**config.mk**
```make
export PLATFORM = sky130hd
export DESIGN_NAME = ps2_tx
export DESIGN_NICKNAME = d
export VERILOG_FILES = /design/src/rtl/ps2_pkg.sv /design/src/rtl/ps2_sync.sv /design/src/rtl/ps2_tx.sv
export SDC_FILE = /design/constraint.sdc
export NUM_CORES = 1
export LEC_CHECK = 0
export BUFFER_PORTS_ARGS = -buffer_cell sky130_fd_sc_hd__buf_4
export CAP_MARGIN = 20
export CORE_ASPECT_RATIO = 0.7
export CORE_MARGIN = 2
export CORE_UTILIZATION = 45
export CTS_CLUSTER_SIZE = 40
export DETAILED_ROUTE_END_ITERATION = 12
export PLACE_DENSITY = 0.72
export SYNTH_ARGS = -nofsm -noshare
export SYNTH_HDL_FRONTEND = slang
export SYNTH_SLANG_ARGS = --single-unit
```
**constraint.sdc**
```tcl
create_clock -name clk -period 2.2 [get_ports clk]
set_input_delay 0.22 -clock clk [delete_from_list [all_inputs] [get_ports clk]]
set_output_delay 0.22 -clock clk [all_outputs]
set_load 0.02 [all_outputs]
```
**src/rtl/ps2_pkg.sv**
```systemverilog
// Shared PS/2 definitions: transmitter state encoding, frame geometry and
// default timing constants (25 MHz system clock).
package ps2_pkg;

    localparam int FRAME_LEN = 11;  // start + 8 data + parity + stop/ack

    localparam int DEF_INHIBIT_CYC = 2500;
    localparam int DEF_SETUP_CYC   = 25;
    localparam int DEF_START_TMO   = 375000;
    localparam int DEF_XFER_TMO    = 50000;

    typedef enum logic [2:0] {
        ST_IDLE,
        ST_INHIBIT,
        ST_REQ,
        ST_WAIT_CLK,
        ST_SHIFT,
        ST_WAIT_IDLE,
        ST_FAIL
    } tx_state_t;

    // Payload shifted out LSB first: eight data bits followed by odd parity.
    function automatic logic [8:0] frame_payload(input logic [7:0] b);
        return {~^b, b};
    endfunction

    function automatic int max4(input int a, input int b, input int c, input int d);
        int m;
        m = (a > b) ? a : b;
        m = (m > c) ? m : c;
        return (m > d) ? m : d;
    endfunction

endpackage

```
**src/rtl/ps2_sync.sv**
```systemverilog
// Two-flop synchronizer for the PS/2 clock and data pads plus a falling-edge
// detector on the synchronized clock. Shared with the kbd_ms receiver.
module ps2_sync (
    input  logic clk,
    input  logic rst_n,
    input  logic ps2_clk_in,
    input  logic ps2_data_in,
    output logic sync_clk,
    output logic sync_data,
    output logic clk_fall
);

    logic clk_meta, data_meta, clk_prev;

    // NOTE: synchronizer flops reset to 1 because an idle open-collector bus
    // reads high; resetting to 0 would fake a falling edge after reset.
    // NOTE: sequential state uses non-blocking assignments so every flop
    // samples the pre-edge value of its neighbour.
    always_ff @(posedge clk or negedge rst_n) begin
        if (!rst_n) begin
            clk_meta  <= 1'b1;
            sync_clk  <= 1'b1;
            clk_prev  <= 1'b1;
            data_meta <= 1'b1;
            sync_data <= 1'b1;
        end else begin
            clk_meta  <= ps2_clk_in;
            sync_clk  <= clk_meta;
            clk_prev  <= sync_clk;
            data_meta <= ps2_data_in;
            sync_data <= data_meta;
        end
    end

    assign clk_fall = clk_prev & ~sync_clk;

endmodule

```
**src/rtl/ps2_tx.sv**
```systemverilog
// PS/2 host-to-device transmitter: inhibits the bus, issues a request-to-send
// and shifts one command byte out on device-generated clock edges.
module ps2_tx
    import ps2_pkg::*;
#(
    parameter int INHIBIT_CYC = DEF_INHIBIT_CYC,
    parameter int SETUP_CYC   = DEF_SETUP_CYC,
    parameter int START_TMO   = DEF_START_TMO,
    parameter int XFER_TMO    = DEF_XFER_TMO
) (
    input  logic       clk,
    input  logic       rst_n,
    input  logic       start,
    input  logic [7:0] din,
    input  logic       ps2_clk_in,
    input  logic       ps2_data_in,
    output logic       ps2_clk_oe,
    output logic       ps2_data_oe,
    output logic       busy,
    output logic       done,
    output logic       err
);

    localparam int CNT_W = $clog2(max4(INHIBIT_CYC, SETUP_CYC, START_TMO, XFER_TMO));
    typedef logic [CNT_W-1:0] cnt_t;

    localparam cnt_t INHIBIT_LAST = cnt_t'(INHIBIT_CYC - 1);
    localparam cnt_t SETUP_LAST   = cnt_t'(SETUP_CYC - 1);
    localparam cnt_t START_LAST   = cnt_t'(START_TMO - 1);
    localparam cnt_t XFER_LAST    = cnt_t'(XFER_TMO - 1);

    localparam logic [3:0] PARITY_IDX = 4'(FRAME_LEN - 3);
    localparam logic [3:0] STOP_IDX   = 4'(FRAME_LEN - 2);
    localparam logic [3:0] ACK_IDX    = 4'(FRAME_LEN - 1);

    tx_state_t  state, next_state;
    cnt_t       cnt, cnt_n;
    logic [3:0] bitcnt, bitcnt_n;
    logic [8:0] sr, sr_n;
    logic       clk_oe_q, clk_oe_n;
    logic       data_oe_q, data_oe_n;
    logic       err_q, err_n;
    logic       done_q, done_n;

    logic sync_clk, sync_data, clk_fall;

    ps2_sync u_sync (
        .clk         (clk),
        .rst_n       (rst_n),
        .ps2_clk_in  (ps2_clk_in),
        .ps2_data_in (ps2_data_in),
        .sync_clk    (sync_clk),
        .sync_data   (sync_data),
        .clk_fall    (clk_fall)
    );

    always_ff @(posedge clk or negedge rst_n) begin
        if (!rst_n) begin
            state     <= ST_IDLE;
            cnt       <= '0;
            bitcnt    <= '0;
            sr        <= '0;
            clk_oe_q  <= 1'b0;
            data_oe_q <= 1'b0;
            err_q     <= 1'b0;
            done_q    <= 1'b0;
        end else begin
            state     <= next_state;
            cnt       <= cnt_n;
            bitcnt    <= bitcnt_n;
            sr        <= sr_n;
            clk_oe_q  <= clk_oe_n;
            data_oe_q <= data_oe_n;
            err_q     <= err_n;
            done_q    <= done_n;
        end
    end

    // NOTE: every output of this block is given a default before the case
    // statement, so no path can leave a value unassigned and infer a latch.
    always_comb begin
        next_state = state;
        cnt_n      = cnt + cnt_t'(1);
        bitcnt_n   = bitcnt;
        sr_n       = sr;
        data_oe_n  = data_oe_q;
        err_n      = err_q;
        done_n     = 1'b0;

        unique case (state)
            ST_IDLE: begin
                cnt_n     = '0;
                data_oe_n = 1'b0;
                if (start) begin
                    next_state = ST_INHIBIT;
                    sr_n       = frame_payload(din);
                    err_n      = 1'b0;
                end
            end

            ST_INHIBIT: begin
                if (cnt == INHIBIT_LAST) begin
                    next_state = ST_REQ;
                    cnt_n      = '0;
                    data_oe_n  = 1'b1;  // start bit
                end
            end

            ST_REQ: begin
                if (cnt == SETUP_LAST) begin
                    next_state = ST_WAIT_CLK;
                    cnt_n      = '0;
                end
            end

            ST_WAIT_CLK: begin
                if (cnt == START_LAST) begin
                    next_state = ST_FAIL;
                    data_oe_n  = 1'b0;
                    err_n      = 1'b1;
                    done_n     = 1'b1;
                end else if (clk_fall) begin
                    // The device samples the start bit on this edge, so bit 0
                    // goes out now and this fall already counts as bit slot 0.
                    next_state = ST_SHIFT;
                    cnt_n      = '0;
                    bitcnt_n   = 4'd1;
                    data_oe_n  = ~sr[0];
                    sr_n       = {1'b0, sr[8:1]};
                end
            end

            ST_SHIFT: begin
                if (cnt == XFER_LAST) begin
                    next_state = ST_FAIL;
                    data_oe_n  = 1'b0;
                    err_n      = 1'b1;
                    done_n     = 1'b1;
                end else if (clk_fall) begin
                    bitcnt_n = bitcnt + 4'd1;
                    if (bitcnt <= PARITY_IDX) begin
                        data_oe_n = ~sr[0];
                        sr_n      = {1'b0, sr[8:1]};
                    end else if (bitcnt == STOP_IDX) begin
                        data_oe_n = 1'b0;
                    end else if (bitcnt == ACK_IDX) begin
                        if (!sync_data) begin
                            next_state = ST_WAIT_IDLE;
                        end else begin
                            next_state = ST_FAIL;
                            err_n      = 1'b1;
                            done_n     = 1'b1;
                        end
                    end
                end
            end

            ST_WAIT_IDLE: begin
                if (cnt == XFER_LAST) begin
                    next_state = ST_FAIL;
                    err_n      = 1'b1;
                    done_n     = 1'b1;
                end else if (sync_clk && sync_data) begin
                    next_state = ST_IDLE;
                    err_n      = 1'b0;
                    done_n     = 1'b1;
                end
            end

            ST_FAIL: begin
                next_state = ST_IDLE;
                data_oe_n  = 1'b0;
            end

            default: begin
                next_state = ST_IDLE;
                data_oe_n  = 1'b0;
            end
        endcase

        // Decoded from next_state so the pad enable is a clean flop output.
        clk_oe_n = (next_state == ST_INHIBIT) || (next_state == ST_REQ);
    end

    assign ps2_clk_oe  = clk_oe_q;
    assign ps2_data_oe = data_oe_q;
    assign busy        = (state != ST_IDLE);
    assign done        = done_q;
    assign err         = err_q;

endmodule

```
# Word-level counts from Yosys, hierarchy flattened
# Index checks and enable logic that the tools add are counted.
dict set report totals {
  out_inout_bits 5
  register_bits 44
  wordCells 122
}
dict set report op_classes {
  eq_ne 29
  n_reduce_logical 13
  addsub 2
  mux 60
  order_cmp 1
  bitwise 4
}
# op count
set op_table {}
lappend op_table {{$mux W19} 4}
lappend op_table {{$pmux W19 S4} 1}
lappend op_table {{$mux W9} 6}
lappend op_table {{$mux W3} 12}
lappend op_table {{$pmux W9 S3} 1}
lappend op_table {{$mux W1} 26}
lappend op_table {{$add A19 B1 Y19 const B} 1}
lappend op_table {{$eq A19 B12 Y1 const B} 1}
lappend op_table {{$eq A19 B16 Y1 const B} 1}
lappend op_table {{$eq A19 B19 Y1 const B} 1}
lappend op_table {{$eq A19 B5 Y1 const B} 1}
lappend op_table {{$ne A3 B3 Y1 const B} 6}
lappend op_table {{$pmux W3 S6} 1}
lappend op_table {{$mux W4} 4}
lappend op_table {{$ne A2 B2 Y1 const B} 8}
lappend op_table {{$reduce_and A5 Y1} 2}
lappend op_table {{$eq A3 B2 Y1 const B} 3}
lappend op_table {{$reduce_and A9 Y1} 1}
lappend op_table {{$eq A4 B4 Y1 const B} 2}
lappend op_table {{$pmux W1 S4} 2}
lappend op_table {{$pmux W4 S2} 1}
lappend op_table {{$reduce_xnor A8 Y1} 1}
lappend op_table {{$reduce_and A7 Y1} 1}
lappend op_table {{$eq A3 B1 Y1 const B} 2}
lappend op_table {{16 further kinds} 20}

# Longest topological paths before layout
dict set report depth {
  depth_word 9
  depth_mapped 9
  mapped_depth_nobuf 8
}

# Hierarchy
# A second synthesis with hierarchy kept.
dict set report unflattened {
  cells_unflattened 256
  hier_area_um2 2534.9
}
# mod area_each_um2 n_inst seq_area_each_um2 cells_each
set by_module_without_submodules {}
lappend by_module_without_submodules {ps2_tx 2389.8 1 975.9 250}
lappend by_module_without_submodules {ps2_sync 145.1 1 131.4 6}

# Worst setup path before layout
# Ideal clock, no wire load.
dict set report synth_path {
  kind {register to register}
  startpoint {register cnt[0]}
  endpoint {register cnt[17]}
  path_stages_with_launch 9
  n_path_buf 2
  path_slack_ns -0.166
  t_required_ns 2.081
  setup_time_ns 0.119
  t_arrival_ns 2.248
  path_cell_list {dfrtp_1 > ha_1 > or3b_4 > or3b_1 > o311ai_1 > and3_1 > buf_2 > buf_4 > nor2_1}
}
dict set report synth_via {
  elab_chain_len 4
  elab_cells_between_ends 9
}
# item line_no
set synth_rtl {}
lappend synth_rtl {{start, declared} ps2_tx.sv:37} ;# cnt_t cnt, cnt_n;
lappend synth_rtl {{start signal, assigned} ps2_tx.sv:69} ;# cnt <= cnt_n;
lappend synth_rtl {{$add A19 B1 Y19} ps2_tx.sv:83} ;# cnt_n = cnt + cnt_t'(1);
lappend synth_rtl {{$mux W19} ps2_tx.sv:122} ;# end else if (clk_fall) begin
lappend synth_rtl {{$mux W19} ps2_tx.sv:117} ;# if (cnt == START_LAST) begin
lappend synth_rtl {{$pmux W19 S4 *} ps2_tx.sv:90} ;# unique case (state)
lappend synth_rtl {{named net cnt_n[17]} ps2_tx.sv:37}
# Mark *: on every way through the listed nets, which the timed path passes. The rest lies on a longest branch.
# A chain may end at the register's enable or synchronous reset.

# Final worst setup path
dict set report layout_path {
  startpoint {register cnt[0]}
  endpoint {register cnt[13]}
}
# The elaborated chain is that of the path after synthesis.

==> key figures <==
Outcome
  – Status: finished, violations left
  – Failing checks: setup timing

Critical path
  – Most common cell on crit path: or3b_4
  – Crit Path Category: flop to flop
  – Worst R2R Path Depth: 7
  – Slowest cell on crit path: or3b_4
  – Startpoint class of the critical path: flop
  – Cell family with most CP delay: simple AND/OR/NAND/NOR gates
  – Crit path DAT: roughly 2.6 ns
  – CP Data Required Time: between 2 and 2.5 ns
  – Largest stage delay on the critical path: 0.40 ns
  – Crit-path cells: ha_2, or3b_4, or3b_4, o311ai_2, and3_2, clkbuf_16, nor2_1
  – Crit path capture type: flop
  – FF-to-FF End: cnt[13]$_DFF_PN0_
  – R2r setup slk: -0.15 ns
  – CP Buf/Inv Count: 1
  – R2r startpoint: cnt[0]$_DFF_PN0_
  – CP Max Fanout: 9

STA
  – Max-slew violations: 0
  – Final worst setup slack: -0.149 ns
  – Slew HR: between 50% and 60%
  – Hold Fails Final Rpt: 0
  – Tightest Pin Transition: 0.742 ns
  – F_max: roughly 430 MHz
  – Final clock skew: just over 0.008 ns
  – Final Setup Violations: 30
  – RSZ-0062 raised after global routing: yes
  – Period utilization: 107%
  – Minimum clock period: about 2.3 ns

Synth
  – Ys async rst share: 100%
  – Distinct cells, synth: 65
  – Synthesized area per cell: about 10 µm²
  – Sequential element share of the synthesized area: 40.6%
  – Area leader, netlist: dfrtp_1
  – EDFF count, synth: 0
  – Synth Flop Type: dfrtp_1
  – Syn Inst Count: 270
  – #FFs+latches synth: between 40 and 50
  – Synth Cell Area: around 0.0027 mm²
  – Post-synth top area share: ~36%
  – Post-Syn Nets: between 200 and 300
  – Synth top area cells: dfrtp_1, dfstp_2, mux2_4
  – Warnings, synthesis: 0

Clock network
  – Worst skew pair latency: 0.32 ns
  – CTS tree: built
  – CTS buffer count: 5
  – Worst-path clk slew: around 0.09 ns
  – # H-tree levels: 2
  – Clk root buf: clkbuf_8
  – CTS sink count: between 40 and 50
  – Clock Path Buffers: 2

Final layout
  – Area growth syn-to-layout: 26.8%
  – Layout cells sized above 1: 36.4%
  – Final net count: approximately 350
  – Most frequent cells in the layout: buf_4, dfrtp_1, nor2_1
  – Antenna diodes: 0
  – Most common cell after layout, fill and taps aside: buf_4

Drt
  – Vias: approximately 2300
  – Drt wl/cell: around 16 µm
  – DRC viols: 0
  – DRT Pass-1 Iters: 4
  – ANT nets after route: 0
  – Iter 0 DRT Violations: about 190
  – Final wirelength: approximately 6.5 mm
  – Vias per inst: around 5.7

Worst hold path
  – Worst hold stages: 4
  – Worst hold path class: input port to flop
  – Hold Crit Endpoint: sr[7]$_DFFE_PN0P_
  – Hold Startpoint: din[7]

Global routing
  – Global route overflow: 0
  – Vias in the first global route: ~2000
  – Initial antenna violation count: 0
  – Largest net degree at the start of global routing: 45
  – First-pass GRT wire length: 10.5 mm
  – Total GRT Usage: between 10% and 20%

Pwr
  – Leak Pwr: about 1.6 nW
  – Pwr Total: 1.43 mW
  – Worst vdd ir: roughly 0.00025 V
  – Cell Pwr Density: ~410 mW/mm²

Placement
  – PortBufs: 17
  – Routability cong.: 0.927
  – Detailed placement HPWL: approximately 4.6 mm
  – Post-Place Worst Slack: -0.117 ns

Floorplanning
  – Initial core utilization: about 47%
  – DIE HEIGHT: 69.2 µm
  – Die W: 97.1 µm
  – Die ar.: roughly 0.0067 mm²
  – Core area: around 0.0058 mm²
  – Num rows: 23
  – IO Pins: 18

Flow run
  – Max cap viols: 0
[final cells by class]
class | instances | area (µm²)
clock buffer | 5 | 68.8
clock inverter | 3 | 23.8
fill | 470 | 2320
inverter | 6 | 22.5
multi-input combinational | 210 | 1620
sequential | 44 | 1110
tap | 75 | 93.8
timing repair buffer | 64 | 526
[where the power goes]
group,switching [mW],internal (mW),total [mW]
logic,0.0389,0.0410,0.0798
clock network,0.309,0.225,0.534
registers,0.00335,0.816,0.820
[synthesized netlist by cell type (all sizes together) (2+ instances only)]
| cell | n |
|---|---|
| a21oi | 10 |
| or3b | 3 |
| nor3 | 3 |
| xor2 | 12 |
| nand2 | 21 |
| ha | 7 |
| buf | 8 |
| nand3 | 9 |
| nor3b | 2 |
| o21ai | 13 |
| and3 | 4 |
| or4 | 4 |
| nor4b | 2 |
| xnor2 | 12 |
| nand4b | 2 |
| nor2b | 6 |
| clkbuf | 3 |
| or4b | 2 |
| o2111ai | 2 |
| dfrtp | 39 |
| mux2 | 17 |
| and4 | 2 |
| nand4 | 11 |
| dfstp | 5 |
| a21o | 5 |
| nand2b | 3 |
| nor2 | 31 |
| and2 | 2 |
| or2 | 3 |
| nor4 | 6 |
| inv | 6 |
[worst register-to-register path: stages, from the launching register on]
cell and delay, ns:
dfrtp_1 0.37, ha_2 0.18, or3b_4 0.40, or3b_4 0.39, o311ai_2 0.34, and3_2 0.33, clkbuf_16 0.19, nor2_1 0.05
[registers in the layout (all words and copies together) (netlist names)]
name and cells:
bitcnt 4, cnt 19, done 1, err 1, ps2_clk_oe 1, ps2_data_oe 1
sr 9, state 3, u_sync.clk_meta 1, u_sync.clk_prev 1, u_sync.data_meta 1, u_sync.sync_clk 1
u_sync.sync_data 1
[how the worst max path moves through the flow]
| stage | slack [ns] | cells after the start | startpoint | to |
|---|---|---|---|---|
| detailed placement | -0.12 | 10 | cnt[0]$_DFF_PN0_ | cnt[8]$_DFF_PN0_ |
| CTS | -0.10 | 7 | cnt[0]$_DFF_PN0_ | ps2_clk_oe$_DFF_PN0_ |
| global route | -0.22 | 7 | cnt[0]$_DFF_PN0_ | cnt[4]$_DFF_PN0_ |
| global placement | -0.10 | 8 | cnt[0]$_DFF_PN0_ | sr[3]$_DFFE_PN0P_ |
| finish | -0.15 | 7 | cnt[0]$_DFF_PN0_ | cnt[13]$_DFF_PN0_ |
| floorplan | -0.10 | 7 | cnt[0]$_DFF_PN0_ | ps2_clk_oe$_DFF_PN0_ |
[repair_timing]
item,CTS,global route
hold buffers,3,0
resized for setup,6,15
setup buffers,2,2
endpoints found under the setup margin,31,31
gates cloned,1,1
endpoints found under the hold margin,41,0
pin swaps,5,6
[cell families (layout without fill, tap and decap cells)]
| kind of cell | count (synthesis) | count (layout) | synth area share (%) |
|---|---|---|---|
| multiplexers | 18 | 18 | 8.48 |
| AO/OA/AOI/OAI | 40 | 41 | 10.1 |
| buffers and inverters | 17 | 78 | 4.17 |
| XOR/XNOR | 24 | 24 | 7.70 |
| AND/OR/NAND/NOR | 120 | 120 | 25.8 |
| flip-flops | 44 | 44 | 40.6 |
| adder cells (fa/ha/maj) | 7 | 7 | 3.21 |
[through the flow]
step | std cells | cell area [µm²] | hold slack, ns | TNS [ns] | util, %
floorplan | 270 | 2760 | -0.0756 | -1.12 | -
global placement | 390 | 3180 | 0.249 | -2.45 | 55.0
detailed placement | 390 | 3180 | 0.253 | -2.86 | 55.0
CTS | 404 | 3360 | 0.255 | -0.870 | 58.0
global route | 407 | 3460 | 0.259 | -5.47 | 59.9
finish | 407 | 3460 | 0.258 | -3.07 | 59.9
[metal layers]
metal | up-vias | share of wire [%] | track usage (%)
met4 | 0 | 1.7 | 7.51
met5 | - | 0 | 0
met1 | 1113 | 48 | 31.0
li1 | 1094 | - | -
met3 | 10 | 8.3 | 3.96
met2 | 93 | 42 | 26.2
Power figures use the tool's default switching activity.
